## src/rtl/display_scan_ctrl.sv

```systemverilog
// display_scan_ctrl: two-digit 7-segment scan multiplexer with anti-ghost
// blanking, plus a frame-aligned view scheduler. The scheduler shows the
// divider-setting view for a fixed number of frames after the divider code
// changes or force_setting is raised.
module display_scan_ctrl #(
   parameter int unsigned SCAN_DIV     = 12000,
   parameter int unsigned BLANK_CYCLES = 16,
   parameter int unsigned HOLD_FRAMES  = 500
) (
   input  logic       clk,
   input  logic       rst,
   input  logic [1:0] clk_divide_input,
   input  logic       force_setting,
   input  logic [7:0] H_seg_in,
   input  logic [7:0] L_seg_in,
   output logic       view_cs,
   output logic [7:0] seg_out,
   output logic [1:0] dig_sel,
   output logic       frame_tick
);

   localparam int unsigned CNT_W  = (SCAN_DIV > 2) ? $clog2(SCAN_DIV) : 1;
   localparam int unsigned HOLD_W = $clog2(HOLD_FRAMES + 1);

   localparam logic [CNT_W-1:0]  BLANK_LAST = CNT_W'(BLANK_CYCLES - 1);
   localparam logic [CNT_W-1:0]  SHOW_LAST  = CNT_W'(SCAN_DIV - BLANK_CYCLES - 1);
   localparam logic [HOLD_W-1:0] HOLD_INIT  = HOLD_W'(HOLD_FRAMES);
   localparam logic [HOLD_W-1:0] HOLD_ONE   = HOLD_W'(1);

   typedef enum logic [1:0] {
      S_BLANK_H,
      S_SHOW_H,
      S_BLANK_L,
      S_SHOW_L
   } state_t;

   state_t              state_q, state_d;
   logic [CNT_W-1:0]    cnt_q, cnt_d;
   logic [7:0]          seg_out_q, seg_out_d;
   logic [1:0]          dig_sel_q, dig_sel_d;
   logic                frame_tick_q, frame_tick_d;
   logic                view_cs_q, view_cs_d;
   logic                pending_q, pending_d;
   logic [HOLD_W-1:0]   hold_q, hold_d;
   logic [1:0]          div_prev_q, div_prev_d;
   logic                trig;

   // Next-state, next-output and view-scheduler decode. Outputs are decoded
   // from the next state so the output registers line up with state_q.
   always_comb begin
      state_d = state_q;
      cnt_d   = cnt_q + 1'b1;
      unique case (state_q)
         S_BLANK_H: if (cnt_q == BLANK_LAST) begin state_d = S_SHOW_H;  cnt_d = '0; end
         S_SHOW_H:  if (cnt_q == SHOW_LAST)  begin state_d = S_BLANK_L; cnt_d = '0; end
         S_BLANK_L: if (cnt_q == BLANK_LAST) begin state_d = S_SHOW_L;  cnt_d = '0; end
         S_SHOW_L:  if (cnt_q == SHOW_LAST)  begin state_d = S_BLANK_H; cnt_d = '0; end
      endcase

      dig_sel_d = 2'b00;
      seg_out_d = '0;
      unique case (state_d)
         S_SHOW_H: begin dig_sel_d = 2'b01; seg_out_d = H_seg_in; end
         S_SHOW_L: begin dig_sel_d = 2'b10; seg_out_d = L_seg_in; end
         default:  ;
      endcase
      frame_tick_d = (state_d == S_SHOW_L) && (cnt_d == SHOW_LAST);

      // A trigger seen on the frame_tick cycle itself is consumed directly
      // below; pending only carries triggers from earlier in the frame.
      trig       = (clk_divide_input != div_prev_q) | force_setting;
      div_prev_d = clk_divide_input;
      pending_d  = frame_tick_q ? 1'b0 : (pending_q | trig);
      view_cs_d  = view_cs_q;
      hold_d     = hold_q;
      if (frame_tick_q) begin
         if (trig || pending_q) begin
            view_cs_d = 1'b1;
            hold_d    = HOLD_INIT;
         end else if (view_cs_q) begin
            if (hold_q == HOLD_ONE) begin
               view_cs_d = 1'b0;
               hold_d    = '0;
            end else begin
               hold_d = hold_q - 1'b1;
            end
         end
      end
   end

   // State, counters and registered outputs; synchronous reset.
   always_ff @(posedge clk) begin
      if (rst) begin
         state_q      <= S_BLANK_H;
         cnt_q        <= '0;
         seg_out_q    <= '0;
         dig_sel_q    <= 2'b00;
         frame_tick_q <= 1'b0;
         view_cs_q    <= 1'b0;
         pending_q    <= 1'b0;
         hold_q       <= '0;
         div_prev_q   <= clk_divide_input;
      end else begin
         state_q      <= state_d;
         cnt_q        <= cnt_d;
         seg_out_q    <= seg_out_d;
         dig_sel_q    <= dig_sel_d;
         frame_tick_q <= frame_tick_d;
         view_cs_q    <= view_cs_d;
         pending_q    <= pending_d;
         hold_q       <= hold_d;
         div_prev_q   <= div_prev_d;
      end
   end

   assign view_cs    = view_cs_q;
   assign seg_out    = seg_out_q;
   assign dig_sel    = dig_sel_q;
   assign frame_tick = frame_tick_q;

endmodule
```

## config.mk

```make
export PLATFORM = sky130hd
export DESIGN_NAME = display_scan_ctrl
export DESIGN_NICKNAME = d
export VERILOG_FILES = /design/src/rtl/display_scan_ctrl.sv
export SDC_FILE = /design/constraint.sdc
export NUM_CORES = 1
export LEC_CHECK = 0
export ABC_AREA = 1
export BUFFER_PORTS_ARGS = -buffer_cell sky130_fd_sc_hd__buf_2
export CAP_MARGIN = 20
export CORE_ASPECT_RATIO = 0.9
export CORE_MARGIN = 2
export CORE_UTILIZATION = 38
export DETAILED_ROUTE_END_ITERATION = 7
export GPL_TIMING_DRIVEN = 0
export PLACE_DENSITY_LB_ADDON = 0.05
export SYNTH_ARGS = -nofsm -noshare
export SYNTH_HDL_FRONTEND = slang
export SYNTH_SLANG_ARGS = --single-unit
```

## constraint.sdc

```tcl
create_clock -name clk -period 1.7 [get_ports clk]
set_input_delay 0.51 -clock clk [delete_from_list [all_inputs] [get_ports clk]]
set_output_delay 0.51 -clock clk [all_outputs]
set_load 0.1 [all_outputs]
```

==> flow_summary_export.csv <==
group,metric,value,unit
synth,ys_ff_latch,40,
worst_setup_path,critPathCaptureType,"output pin",
synth,yosysMostFrequentCell,"nand2_1",
worst_setup_path,worst-path-buf-inv,1,
cts,cts_tree,"built",
power_and_ir_drop,ir_drop,0.000335,V
worst_setup_path,crit_chain,"buf_2",
sta,timing.final.crit_share,0.950,
synth,synth_flop_cell,"dfxtp_1",
cts,clock_latency,0.30,ns
synth,synth_fa_ha_area_frac,0.0194,
sta,worst_slew_pin_slew,0.557,ns
min_path,hp-class,"in2reg",
worst_setup_path,cp-start-kind,"flip-flop",
detailed_routing,drt_first_pass_iters,4,
worst_setup_path,r2r_end,"frame_tick",
layout,post-route-util,0.483,
detailed_routing,drc_errors,0,
worst_setup_path,crit_end,"frame_tick",
sta,setup_viol,0,
detailed_routing,num_vias,1859,
place,io_buffer_count,32,
sta,fin_skew,0.00726,ns
global_routing,grt_use_total,0.169,
global_routing,antenna_found_initial,0,
synth,synthTopCellsByCount,"86 x nand2_1, 45 x nor2_1, 40 x dfxtp_1, 36 x inv_1, 24 x nand3_1",
power_and_ir_drop,combPwrFrac,0.037,
worst_setup_path,cp_max_fo,5,
worst_setup_path,rr_worst_depth,10,
worst_setup_path,slowest_delay,0.43,ns
synth,synth_async_sr_flop_share,0,
sta,hold_viol,0,
synth,synth-simple-area-share,0.379,
place,dp_cells,388,
detailed_routing,finalWirelength,4450,microns
worst_setup_path,crit_start,"frame_tick",
cts,clockRootBuffer,"clkbuf_8",
global_routing,grt-ovfl-total,0,
global_routing,grt_pass1_vias,1676,
synth,synth_edf_count,0,
power_and_ir_drop,p_clk_frac,0.441,
synth,synthTopCellsByArea,"dfxtp_1 41%, nand2_1 17%, nor2_1 8.7%",
detailed_routing,viasPerCell,4.67,
cts,clk_pin_slew,0.08,ns
layout,finalNonFillerCells,398,
power_and_ir_drop,internal-power,1.42,mW
layout,diodes,0,
sta,slew_viol_final,0,
detailed_routing,antenna_left,0,
synth,syn_inst,291,
layout,nNetsFinal,356,
power_and_ir_drop,seqPwrFrac,0.522,
cts,cts_sinks,40,
worst_setup_path,cp_top_family,"buffers and inverters",
layout,synthToLayoutAreaGrowth,22.1,%
sta,slew_headroom,0.629,
detailed_routing,drtIter0Drc,176,
sta,min_period,1.62,ns
worst_setup_path,crit_cells,1,
synth,yosys.area_share.xor_xnor,0.0226,
cts,cts_buffer_depth,2,
layout,n_fill_cell,511,
die,ios,33,
die,die_h,71.8,microns
global_routing,grt_pass1_wl,7540,microns
cts,cts_buffers,5,
synth,synth_top_family_by_area,"simple AND/OR/NAND/NOR gates",
power_and_ir_drop,swShare,0.224,
synth,synth_top_area_cell,"dfxtp_1",
place,place_hpwl,3300,microns
place,globalplace.congestion,0.812,
synth,synthMuxAreaShare,0,
worst_setup_path,critical_path_required,1.19,ns
worst_setup_path,crit_type,"reg2out",
die,row_count,24,
worst_setup_path,r2r_slack,0.11,ns
layout,drive_above_1_share,0.189,
synth,synth_compound_area_frac,0.0865,
detailed_routing,wire_per_inst,11.2,microns
power_and_ir_drop,switchingPower,410,uW
worst_setup_path,worst_ep_arrival_time,1.11,ns
sta,fmax,619,MHz
synth,synth.distinct_cells,22,
die,initial_core_util,0.396,
synth,synth_nets,315,
synth,netlist.area_leader.share,0.413,
worst_setup_path,regToRegStartpoint,"cnt_q[0]",
cts,htreeDepth,2,
synth,yosysWarnings,0,
worst_setup_path,crit_slowest_cell,"buf_2",
synth,synth_seq_area_share,0.413,
die,coreArea,4890,sq um
power_and_ir_drop,power_leakage,1.09,nW
die,dieArea,5690,sq um
synth,synth.avg_cell_area,6.66,sq um
global_routing,grt_max_degree,15,
power_and_ir_drop,p_total,1.83,mW
run_status,outcome,"complete, no violations",
die,fp.dieW,79.3,microns
job,cap_violations,0,
power_and_ir_drop,power_density,774,nW/um^2
synth,synth_area,1940,sq um
[cell families (layout without fill, tap and decap cells)]
logic type,count (synthesis),after routing
buf+inv,39,80
fa+ha+maj,3,3
simple gates,172,173
flops,40,40
xor+xnor,5,5
compound gates,32,32
[metal layers]
layer | vias up | share of wire | global-route usage
met3 | 7 | 0.062 | 0.0428
met1 | 811 | 0.53 | 0.247
met4 | 0 | 0.013 | 0.0575
met2 | 45 | 0.40 | 0.241
met5 | - | 0 | 0
li1 | 996 | - | -
[worst min-delay path by stage]
| stage | slack [ns] | end | cells past startpoint | start |
|---|---|---|---|---|
| 2_1_floorplan | 0.43 | cnt_q[0] | 1 | cnt_q[0] |
| 3_3_place_gp | 0.45 | cnt_q[0] | 1 | cnt_q[0] |
| 3_5_place_dp | 0.46 | cnt_q[0] | 1 | cnt_q[0] |
| 4_1_cts | 0.33 | div_prev_q[1] | 1 | clk_divide_input[1] |
| 5_1_grt | 0.33 | div_prev_q[1] | 1 | clk_divide_input[1] |
| 6_report | 0.33 | div_prev_q[1] | 1 | clk_divide_input[1] |
[power groups by stage]
| stage | registers (mW) | logic, mW | clock network, mW |
|---|---|---|---|
| after CTS | 0.954 | 0.0647 | 0.826 |
| final | 0.956 | 0.0673 | 0.808 |
| after floorplan | 0.974 | 0.0303 | 0 |
| after global routing | 0.958 | 0.0771 | 0.868 |
| after global placement | 0.976 | 0.0628 | 0 |
| after detailed placement | 0.976 | 0.0630 | 0 |
[cell usage in the layout (no fill, tap or decap)]
cell        count
nand2_1        85
nor2_1         42
inv_1          36
dfxtp_1        36
buf_2          32
nand3_1        22
a21oi_1        16
o21ai_0        12
nor3_1          5
clkbuf_8        5
nand3_2         4
nor2_2          4
xor2_1          4
nand4_1         3
nor2_4          3
dfxtp_2         3
or2_2           2
a211oi_1        2
ha_1            2
clkbuf_1        1
buf_6           1
o21bai_1        1
inv_2           1
nand2_4         1
nand2_2         1
or2_0           1
xnor2_1         1
o21ai_1         1
ha_4            1
bufinv_16       1
inv_6           1
clkinvlp_4      1
dfxtp_4         1
buf_12          1
[area by class of cell]
cell class | instances | area, sq um | share of cell area
Tap cell | 65 | 81.3 | 0.0344
Buffer | 2 | 15.0 | 0.00635
Inverter | 37 | 139 | 0.0587
Clock buffer | 5 | 68.8 | 0.0291
Multi-Input combinational cell | 213 | 1030 | 0.434
Timing Repair Buffer | 33 | 180 | 0.0762
Clock inverter | 3 | 46.3 | 0.0196
Sequential cell | 40 | 808 | 0.342
[registers in the layout, indices dropped and copies added, names as in the netlist]
signal      count
div_prev_q      2
cnt_q          14
pending_q       1
view_cs         1
dig_sel         2
hold_q          9
frame_tick      1
state_q         2
seg_out         8
[what timing repair did]
| item | in CTS | in global routing |
|---|---|---|
| pin swaps | 2 | 4 |
| cloned | 0 | 1 |
| resized for setup | 4 | 9 |
| hold buffers | 0 | 0 |
| setup endpoints to repair | 17 | 9 |
| buffers inserted | 1 | 0 |
[stage by stage]
stage	hold slack [ns]	setup TNS, ns	setup WS [ns]	cell area [sq um]
global placement	0.448	-0.972	-0.125	2180
finish	0.331	0	0.0848	2370
detailed placement	0.460	-1.04	-0.101	2180
global route	0.326	-0.0102	-0.0102	2370
floorplan	0.430	0	0.243	1940
CTS	0.328	0	0.0173	2330
No activity file was read; power rests on OpenSTA's default activity.
